==> src/rtl/io_mmio_ctrl.sv <==
`default_nettype none
//------------------------------------------------------------------------------
// Module      : io_mmio_ctrl
// Description : Memory-mapped CPU <-> board I/O controller. Debounced buttons,
//               a switch-sample FIFO filled by buttonR, and a staged LED value
//               committed to the pins by buttonL.
//               Optional build macro: IO_IRQ_EN (adds a registered irq output
//               = fifo_nempty | led_done).
// Revision    : 1.0 - initial release
//------------------------------------------------------------------------------
module io_mmio_ctrl #(
   parameter int SW_W     = 16,
   parameter int LED_W    = 12,
   parameter int FIFO_DEP = 4,
   parameter int DEB_CYC  = 4
) (
   input  logic              clk,
   input  logic              reset,
   input  logic              pRead,
   input  logic              pWrite,
   input  logic [1:0]        addr,
   input  logic [31:0]       pWriteData,
   output logic [31:0]       pReadData,
   input  logic              buttonL,
   input  logic              buttonR,
   input  logic [SW_W-1:0]   switch,
`ifdef IO_IRQ_EN
   output logic [LED_W-1:0]  led,
   output logic              irq
`else
   output logic [LED_W-1:0]  led
`endif
);

   localparam int AW = (FIFO_DEP > 1) ? $clog2(FIFO_DEP) : 1;
   localparam int CW = $clog2(FIFO_DEP + 1);
   localparam int DW = $clog2(DEB_CYC + 1);
   localparam logic [DW-1:0] DEB_MAX  = DW'(DEB_CYC - 1);
   localparam logic [CW-1:0] CNT_FULL = CW'(FIFO_DEP);

   localparam logic [1:0] A_STATUS = 2'd0;
   localparam logic [1:0] A_SWDATA = 2'd1;
   localparam logic [1:0] A_LEDSTG = 2'd2;
   localparam logic [1:0] A_CTRL   = 2'd3;

   // Button index 0 = buttonL (commit), 1 = buttonR (capture)
   logic [1:0]      btn_s1_q, btn_s2_q;
   logic [SW_W-1:0] sw_s1_q, sw_s2_q;
   logic [1:0]      deb_lvl_q, deb_prev_q;
   logic [DW-1:0]   deb_cnt_q [2];
   logic [1:0]      press;

   logic [SW_W-1:0] fifo_mem_q [FIFO_DEP];
   logic [AW-1:0]   wr_ptr_q, rd_ptr_q;
   logic [CW-1:0]   fifo_cnt_q, fifo_cnt_d;

   logic [LED_W-1:0] stg_q, led_q;
   logic             pending_q, ovf_q, done_q;

   logic fifo_nempty, fifo_full;
   logic pop, push, ovf_set, flush;
   logic stage_wr, commit, clr_ovf, clr_done;
   logic unused_wdata;

   // Upper write-data bits beyond the LED width carry no meaning here
   assign unused_wdata = &{1'b0, pWriteData};

   // Two-flop synchronisers for the asynchronous board inputs
   always_ff @(posedge clk) begin
      if (reset) begin
         btn_s1_q <= '0;
         btn_s2_q <= '0;
         sw_s1_q  <= '0;
         sw_s2_q  <= '0;
      end else begin
         btn_s1_q <= {buttonR, buttonL};
         btn_s2_q <= btn_s1_q;
         sw_s1_q  <= switch;
         sw_s2_q  <= sw_s1_q;
      end
   end

   // Debounce: level flips after DEB_CYC consecutive cycles of disagreement
   always_ff @(posedge clk) begin
      if (reset) begin
         deb_lvl_q  <= '0;
         deb_prev_q <= '0;
         deb_cnt_q  <= '{default: '0};
      end else begin
         deb_prev_q <= deb_lvl_q;
         for (int b = 0; b < 2; b++) begin
            if (btn_s2_q[b] != deb_lvl_q[b]) begin
               if (deb_cnt_q[b] == DEB_MAX) begin
                  deb_lvl_q[b] <= ~deb_lvl_q[b];
                  deb_cnt_q[b] <= '0;
               end else begin
                  deb_cnt_q[b] <= deb_cnt_q[b] + DW'(1);
               end
            end else begin
               deb_cnt_q[b] <= '0;
            end
         end
      end
   end

   // One-cycle pulse on the rising edge of each debounced level
   assign press = deb_lvl_q & ~deb_prev_q;

   assign fifo_nempty = (fifo_cnt_q != '0);
   assign fifo_full   = (fifo_cnt_q == CNT_FULL);

   assign pop      = pRead  && (addr == A_SWDATA) && fifo_nempty;
   assign flush    = pWrite && (addr == A_CTRL) && pWriteData[2];
   assign clr_ovf  = pWrite && (addr == A_CTRL) && pWriteData[0];
   assign clr_done = pWrite && (addr == A_CTRL) && pWriteData[1];
   assign stage_wr = pWrite && (addr == A_LEDSTG);
   // A pop in the same cycle frees the slot the push needs
   assign push     = press[1] && (!fifo_full || pop);
   assign ovf_set  = press[1] && fifo_full && !pop;
   assign commit   = press[0] && pending_q;

   assign fifo_cnt_d = fifo_cnt_q + CW'(push) - CW'(pop);

   // FIFO pointers and occupancy; flush overrides any concurrent push/pop
   always_ff @(posedge clk) begin
      if (reset || flush) begin
         wr_ptr_q   <= '0;
         rd_ptr_q   <= '0;
         fifo_cnt_q <= '0;
      end else begin
         if (push) wr_ptr_q <= wr_ptr_q + AW'(1);
         if (pop)  rd_ptr_q <= rd_ptr_q + AW'(1);
         fifo_cnt_q <= fifo_cnt_d;
      end
   end

   // Sample storage; no reset needed since reads are gated by occupancy
   always_ff @(posedge clk) begin
      if (push) fifo_mem_q[wr_ptr_q] <= sw_s2_q;
   end

   // LED staging/commit and sticky status flags (set beats clear)
   always_ff @(posedge clk) begin
      if (reset) begin
         stg_q     <= '0;
         led_q     <= '0;
         pending_q <= 1'b0;
         ovf_q     <= 1'b0;
         done_q    <= 1'b0;
      end else begin
         if (stage_wr) stg_q <= pWriteData[LED_W-1:0];
         if (commit)   led_q <= stg_q;

         if (stage_wr)    pending_q <= 1'b1;
         else if (commit) pending_q <= 1'b0;

         if (ovf_set)      ovf_q <= 1'b1;
         else if (clr_ovf) ovf_q <= 1'b0;

         if (commit)        done_q <= 1'b1;
         else if (clr_done) done_q <= 1'b0;
      end
   end

   assign led = led_q;

`ifdef IO_IRQ_EN
   // Interrupt follows the flags one cycle later
   always_ff @(posedge clk) begin
      if (reset) irq <= 1'b0;
      else       irq <= fifo_nempty | done_q;
   end
`endif

   // Read mux from pre-edge state
   always_comb begin
      pReadData = '0;
      case (addr)
         A_STATUS: begin
            pReadData[0]    = fifo_nempty;
            pReadData[1]    = fifo_full;
            pReadData[2]    = pending_q;
            pReadData[3]    = ovf_q;
            pReadData[4]    = done_q;
            pReadData[15:8] = 8'(fifo_cnt_q);
         end
         A_SWDATA: begin
            if (fifo_nempty) pReadData[SW_W-1:0] = fifo_mem_q[rd_ptr_q];
         end
         A_LEDSTG: pReadData[LED_W-1:0] = stg_q;
         default:  pReadData = '0;
      endcase
   end

endmodule
`default_nettype wire

==> config.mk <==
export PLATFORM = sky130hd
export DESIGN_NAME = io_mmio_ctrl
export DESIGN_NICKNAME = d
export VERILOG_FILES = /design/src/rtl/io_mmio_ctrl.sv
export SDC_FILE = /design/constraint.sdc
export NUM_CORES = 1
export LEC_CHECK = 0
export CAP_MARGIN = 5
export CORE_ASPECT_RATIO = 0.75
export CORE_MARGIN = 5
export CORE_UTILIZATION = 56
export CTS_CLUSTER_DIAMETER = 60
export CTS_CLUSTER_SIZE = 16
export DETAILED_ROUTE_END_ITERATION = 16
export PLACE_DENSITY = 0.85
export SLEW_MARGIN = 10
export SYNTH_ARGS = -nofsm -noshare
export SYNTH_HDL_FRONTEND = slang
export SYNTH_SLANG_ARGS = --single-unit
==> constraint.sdc <==
create_clock -name clk -period 7.7 [get_ports clk]
set_input_delay 1.54 -clock clk [delete_from_list [all_inputs] [get_ports clk]]
set_output_delay 1.54 -clock clk [all_outputs]
set_load 0.05 [all_outputs]
==> results of run 1 <==
-- state kept, by name, summed over array words and instances, names as in the netlist, named ones only --
register    flops
fifo_mem_q     64
sw_s1_q        16
sw_s2_q        16
led            12
stg_q          12
deb_cnt_q       6
fifo_cnt_q      3
btn_s1_q        2
btn_s2_q        2
deb_lvl_q       2
deb_prev_q      2
rd_ptr_q        2
wr_ptr_q        2
done_q          1
ovf_q           1
pending_q       1
-- synth_stat cells (all sizes together) --
library cell / n
o31a: 2
mux4: 15
a221oi: 1
inv: 15
a31oi: 2
dfxtp: 82
a22oi: 1
conb: 1
ha: 14
a21oi: 29
nor3: 1
nor2b: 37
fa: 1
a32oi: 1
buf: 26
mux2i: 5
nand3b: 1
o21ai: 4
xnor2: 4
and2: 12
nand4b: 1
and3b: 1
a31o: 1
edfxtp: 64
a311oi: 1
clkbuf: 11
nand3: 9
or3: 3
nand2: 61
nand4: 1
nor2: 20
mux2: 1
a222oi: 6
-- power by group through the flow --
stage	Combinational, W	Clock, W	Sequential, W
floorplan	0.0000477	0	0.000838
global placement	0.0000647	0	0.000840
detailed placement	0.0000659	0	0.000841
CTS	0.0000667	0.000846	0.000824
global route	0.0000718	0.000884	0.000825
finish	0.0000669	0.000840	0.000825
-- layout make-up --
type	count	area [um^2]	area share
Timing Repair Buffer	64	633	0.0938
Inverter	15	56.3	0.00834
Sequential cell	146	3560	0.528
Tap cell	132	165	0.0245
Clock buffer	25	532	0.0788
Multi-Input combinational cell	251	1710	0.253
Clock inverter	7	92.6	0.0137
-- worst max-delay path, cell delays in order --
cell             delay (ns)
clkdlybuf4s50_1        0.46
inv_1                  0.11
ha_1                   0.29
o31a_1                 0.73
a222oi_1               0.22
nor2_1                 0.18
clkdlybuf4s50_1        0.82
-- per-layer routing --
metal	GRT usage	part of all wire	vias up
li1	-	-	1599
met1	0.215	0.40	1639
met2	0.321	0.50	144
met3	0.0538	0.065	23
met4	0.0976	0.026	0
met5	0	0	-
-- final timing paths --
| check | start | endpoint | slack (ns) | depth (start not counted) |
|---|---|---|---|---|
| setup / recovery | addr[1] | pReadData[4] | 1.80 | 7 |
| hold / removal | deb_cnt_q[3]$_SDFF_PP0_ | deb_cnt_q[3]$_SDFF_PP0_ | 0.43 | 1 |
| setup reg to reg | fifo_cnt_q[2]$_SDFF_PP0_ | fifo_cnt_q[2]$_SDFF_PP0_ | 4.90 | 9 |
| hold reg to reg | deb_cnt_q[3]$_SDFF_PP0_ | deb_cnt_q[3]$_SDFF_PP0_ | 0.43 | 1 |
-- logic make-up after synthesis --
logic type      after synthesis  synth area share
compound gates               48            0.0553
xor+xnor                      4           0.00638
fa+ha+maj                    15            0.0355
buf+inv                      52            0.0508
flops                       146             0.649
mux                          21            0.0733
other cells                   1          0.000683
simple gates                147             0.129
-- through the flow --
| stage | worst slack, ns | hold WS (ns) | instances | total power, W |
|---|---|---|---|---|
| 6_report | 1.80 | 0.425 | 640 | 0.00173 |
| 3_3_place_gp | 2.00 | 0.406 | 608 | 0.000904 |
| 4_1_cts | 1.81 | 0.429 | 640 | 0.00174 |
| 3_5_place_dp | 1.88 | 0.421 | 608 | 0.000907 |
| 5_1_grt | 1.63 | 0.439 | 640 | 0.00178 |
| 2_1_floorplan | 2.81 | 0.399 | 449 | 0.000886 |
==> out/metrics.cfg, run 1 <==
[sta]
hold_viol_final=0
skew_ns=0.0110
setup_tns_ns=0
period_minus_slack_ns=5.90
max_freq_mhz=169
drv_slew=0
rsz0062_at_grt=false
relSlewSlack=0.414
fin_crit_sh=0.766
tightest_slew_ns=0.878
setup_viol=0

[drt]
routed_wl_um=10800
ant_nets=0
vias_per_cell=5.32
firstDrtPassIters=5
vias=3405
route.detailed.drc=0
drtIter0Drc=352
routedWlPerCell_um=16.9

[cts]
path_clk_slew_ns=0.05
cts.sinks=146
htree_levels=4
cts_hold_buf=0
cts-root-buf=clkbuf_16
numCtsBuffers=17
ctsLongestPathBuffers=2
clock_latency_ns=0.42
ctsResizeCount=0
cts_tree=built
post_cts_buffers=0

[layout]
drive_above_1_share=0.0984
final_area_um2=6750
final_cell_mix=dfxtp_1 (81), edfxtp_1 (64), clkdlybuf4s50_1 (62)
syn_to_final_growth_pct=22.9
n_fill_cell=656
antenna_cells=0
final_nets=566
final_common_cell=dfxtp_1
postLayoutCoreUtil=0.702

[synth]
syn_avg_cell_area_um2=12.7
synth_area_leaders=edfxtp_1 (35%), dfxtp_1 (30%), mux4_2 (5.7%)
yosysTopAreaCellShare=0.350
yosysTopAreaCell=edfxtp_1
yosys_warnings=0
netlist_area_um2=5490
synthCells=434
yosysSeqAreaShare=0.649
ys_seq_elements=146
synth.distinct_cells=37

[die]
core_um2=9620
rows=31
pin_count=100
die_y_um=95.8
die_w_um=124
die_area_um2=11900
start_util=0.571

[placed_design]
port_buffers=63
dp_hpwl_um=7040
place_congestion=0.818
place_area_um2=6130

[status]
outcome=complete, no violations

[global_route]
grt_usage=0.186
grt_pass1_vias=3402
grt_max_degree=72
grt-ovfl-total=0
grt_first_pass_wirelength_um=16700
antenna_found_initial=0

[power]
seqPwrFrac=0.476
ir_drop_mv=0.157
combPwrFrac=0.039
sw_frac_of_total=0.198
p_clk_frac=0.485
power_density_nw_per_um2=257
p_switching_w=0.000344
leakage_nw=2.40
p_int_w=0.00139

[worst_setup_path]
cp.required_ns=6.16
crit_fanout=17
critPathArrivalTime_ns=4.36
crit_path_start_kind=primary input
critical_path_class=primary input to output pin
cp-end-kind=output pin

[worst_hold_path]
hold_path_class=register to register

[run]
drv_cap=0

Note: power is estimated with default switching activity, not from simulation.
==> inputs of run 2 (changes only) <==
--- a/config.mk
+++ b/config.mk
@@ -8,11 +8,11 @@
 export CAP_MARGIN = 5
 export CORE_ASPECT_RATIO = 0.75
 export CORE_MARGIN = 5
-export CORE_UTILIZATION = 56
+export CORE_UTILIZATION = 47
 export CTS_CLUSTER_DIAMETER = 60
 export CTS_CLUSTER_SIZE = 16
 export DETAILED_ROUTE_END_ITERATION = 16
-export PLACE_DENSITY = 0.85
+export PLACE_DENSITY = 0.76
 export SLEW_MARGIN = 10
 export SYNTH_ARGS = -nofsm -noshare
 export SYNTH_HDL_FRONTEND = slang
==> constraint.sdc (replaced) <==
create_clock -name clk -period 5.4 [get_ports clk]
set_input_delay 1.08 -clock clk [delete_from_list [all_inputs] [get_ports clk]]
set_output_delay 1.08 -clock clk [all_outputs]
set_load 0.05 [all_outputs]
==> out/metrics.cfg, run 2 (synthesized netlist as in run 1, its figures left out) <==
[layout]
largest_register=fifo_mem_q  ; unchanged
final_nets=569  ; was 566
n_fill_cell=911  ; was 656
largest_reg_flops=64  ; unchanged
drive_above_1_share=0.0998  ; was 0.0984
syn_to_final_growth_pct=23.6  ; was 22.9%
final_cell_mix=dfxtp_1 (82), edfxtp_1 (64), clkdlybuf4s50_1 (62)  ; was dfxtp_1 (81), edfxtp_1 (64), clkdlybuf4s50_1 (62)
reg.largest.list=fifo_mem_q: 64 flops, sw_s1_q: 16 flops, sw_s2_q: 16 flops  ; unchanged
final_common_cell=dfxtp_1  ; unchanged
antenna_cells=0  ; unchanged

[die]
rows=34  ; was 31
pin_count=100  ; unchanged
die_w_um=135  ; was 124 um
die_y_um=104  ; was 95.8 um
start_util=0.477  ; was 0.571
core_um2=11500  ; was 9620 um^2
die_area_um2=14000  ; was 11900 um^2

[cts]
cts_hold_buf=0  ; unchanged
clock_latency_ns=0.41  ; was 0.42 ns
ctsLongestPathBuffers=2  ; unchanged
cts-root-buf=clkbuf_16  ; unchanged
ctsResizeCount=0  ; unchanged
path_clk_slew_ns=0.06  ; was 0.05 ns
post_cts_buffers=0  ; unchanged
cts.sinks=146  ; unchanged
cts_tree=built  ; unchanged
numCtsBuffers=17  ; unchanged
htree_levels=4  ; unchanged

[worst_setup_path]
cp_cell_sequence=clkdlybuf4s50_1 > inv_1 > ha_1 > inv_1 > o31a_1 > a221oi_1 > clkdlybuf4s50_1  ; was clkdlybuf4s50_1 > inv_1 > ha_1 > o31a_1 > a222oi_1 > nor2_1 > clkdlybuf4s50_1
cp-end-kind=output pin  ; unchanged
r2r_setup_slack_ns=2.76  ; was 4.90 ns
cpMaxStageDelayCell=clkdlybuf4s50_1  ; unchanged
crit_fanout=5  ; was 17
slowest_delay_ns=0.88  ; was 0.82 ns
cp.required_ns=4.32  ; was 6.16 ns
cp_top_family=buffers and inverters  ; unchanged
critical_path_class=primary input to output pin  ; unchanged
critPathArrivalTime_ns=3.52  ; was 4.36 ns
crit_path_start_kind=primary input  ; unchanged
path_buf_inv=4  ; was 3

[power]
p_total_w=0.00242  ; was 0.00173 W
p_int_w=0.00194  ; was 0.00139 W
sw_frac_of_total=0.201  ; was 0.198
combPwrFrac=0.040  ; was 0.039
seqPwrFrac=0.485  ; was 0.476
p_switching_w=0.000486  ; was 0.000344 W
leakage_nw=2.40  ; about the same
power_density_nw_per_um2=357  ; was 257 nW/um^2
ir_drop_mv=0.221  ; was 0.157 mV
p_clk_frac=0.475  ; was 0.485

[sta]
setup_tns_ns=0  ; unchanged
fin_crit_sh=0.852
skew_ns=0.00816  ; was 0.0110 ns
hold_viol_final=0  ; unchanged
max_freq_mhz=217
rsz0062_at_grt=false  ; unchanged
relSlewSlack=0.260  ; was 0.414
setup_viol=0  ; unchanged
drv_slew=0  ; unchanged
tightest_slew_ns=1.11  ; was 0.878 ns
period_minus_slack_ns=4.60

[drt]
drtIter0Drc=288  ; was 352
firstDrtPassIters=5  ; unchanged
vias_per_cell=5.03  ; was 5.32
ant_nets=0  ; unchanged
routedWlPerCell_um=15.9  ; was 16.9 um
route.detailed.drc=0  ; unchanged
vias=3386  ; was 3405
routed_wl_um=10700  ; was 10800 um

[global_route]
grt_first_pass_wirelength_um=17900  ; was 16700 um
grt_pass1_vias=3555  ; was 3402
grt_usage=0.164  ; was 0.186
grt_max_degree=71  ; was 72
antenna_found_initial=0  ; unchanged
grt-ovfl-total=0  ; unchanged

[placed_design]
place_congestion=0.862  ; was 0.818
port_buffers=63  ; unchanged
dp_hpwl_um=7060  ; was 7040 um

[worst_hold_path]
hold_path_class=register to register  ; unchanged

[run]
drv_cap=0  ; unchanged

[status]
outcome=complete, no violations  ; unchanged

[run 2: changes by cell type in the layout (fill, tap and decap cells not counted)]
cell	delta
buf_4	+3
bufinv_16	-1
clkbuf_1	+1
clkbuf_16	+1
clkbuf_8	-2
clkinv_2	+1
clkinv_4	+1
dfxtp_1	+1
dfxtp_2	-1
inv_4	-1
[run 2: layer usage]
metal	vias up	global-route usage	wire length, um
li1	1607	-	-
met1	1656	0.196	4360
met2	106	0.279	5560
met3	17	0.0523	646
met4	0	0.0545	119
met5	-	0	0
[run 2: area by class of cell]
cell class / count / area (um^2) / share of cell area
Multi-Input combinational cell: 251 / 1710 / 0.252
Timing Repair Buffer: 67 / 656 / 0.0966
Tap cell: 162 / 203 / 0.0299
Clock inverter: 7 / 70.1 / 0.0103
Inverter: 15 / 56.3 / 0.00829
Clock buffer: 25 / 533 / 0.0785
Sequential cell: 146 / 3560 / 0.525
[run 2: path summary, 6_finish.rpt]
| check | cells after the start | startpoint | end |
|---|---|---|---|
| worst max-delay path | 7 | addr[1] | pReadData[0] |
| worst min-delay path | 1 | deb_cnt_q[0]$_SDFF_PP0_ | deb_cnt_q[0]$_SDFF_PP0_ |
| worst max register to register | 10 | fifo_cnt_q[1]$_SDFF_PP0_ | fifo_cnt_q[2]$_SDFF_PP0_ |
| worst min register to register | 1 | deb_cnt_q[0]$_SDFF_PP0_ | deb_cnt_q[0]$_SDFF_PP0_ |
[run 2: power groups by stage]
stage	Combinational, W	Sequential [W]	Clock [W]
final	0.0000960	0.00118	0.00115
after global routing	0.000104	0.00118	0.00123
after CTS	0.0000960	0.00118	0.00117
after detailed placement	0.0000951	0.00120	0
after global placement	0.0000935	0.00120	0
after floorplan	0.0000680	0.00120	0
[run 2: metrics by stage]
stage	area (um^2)	cells	hold slack, ns	setup WS, ns	util
floorplan	5550	449	0.399	1.43	-
CTS	6790	673	0.428	0.805	0.589
global route	6790	673	0.442	0.753	0.589
global placement	6190	641	0.407	0.827	0.537
finish	6790	673	0.427	0.797	0.589
detailed placement	6190	641	0.420	0.837	0.537
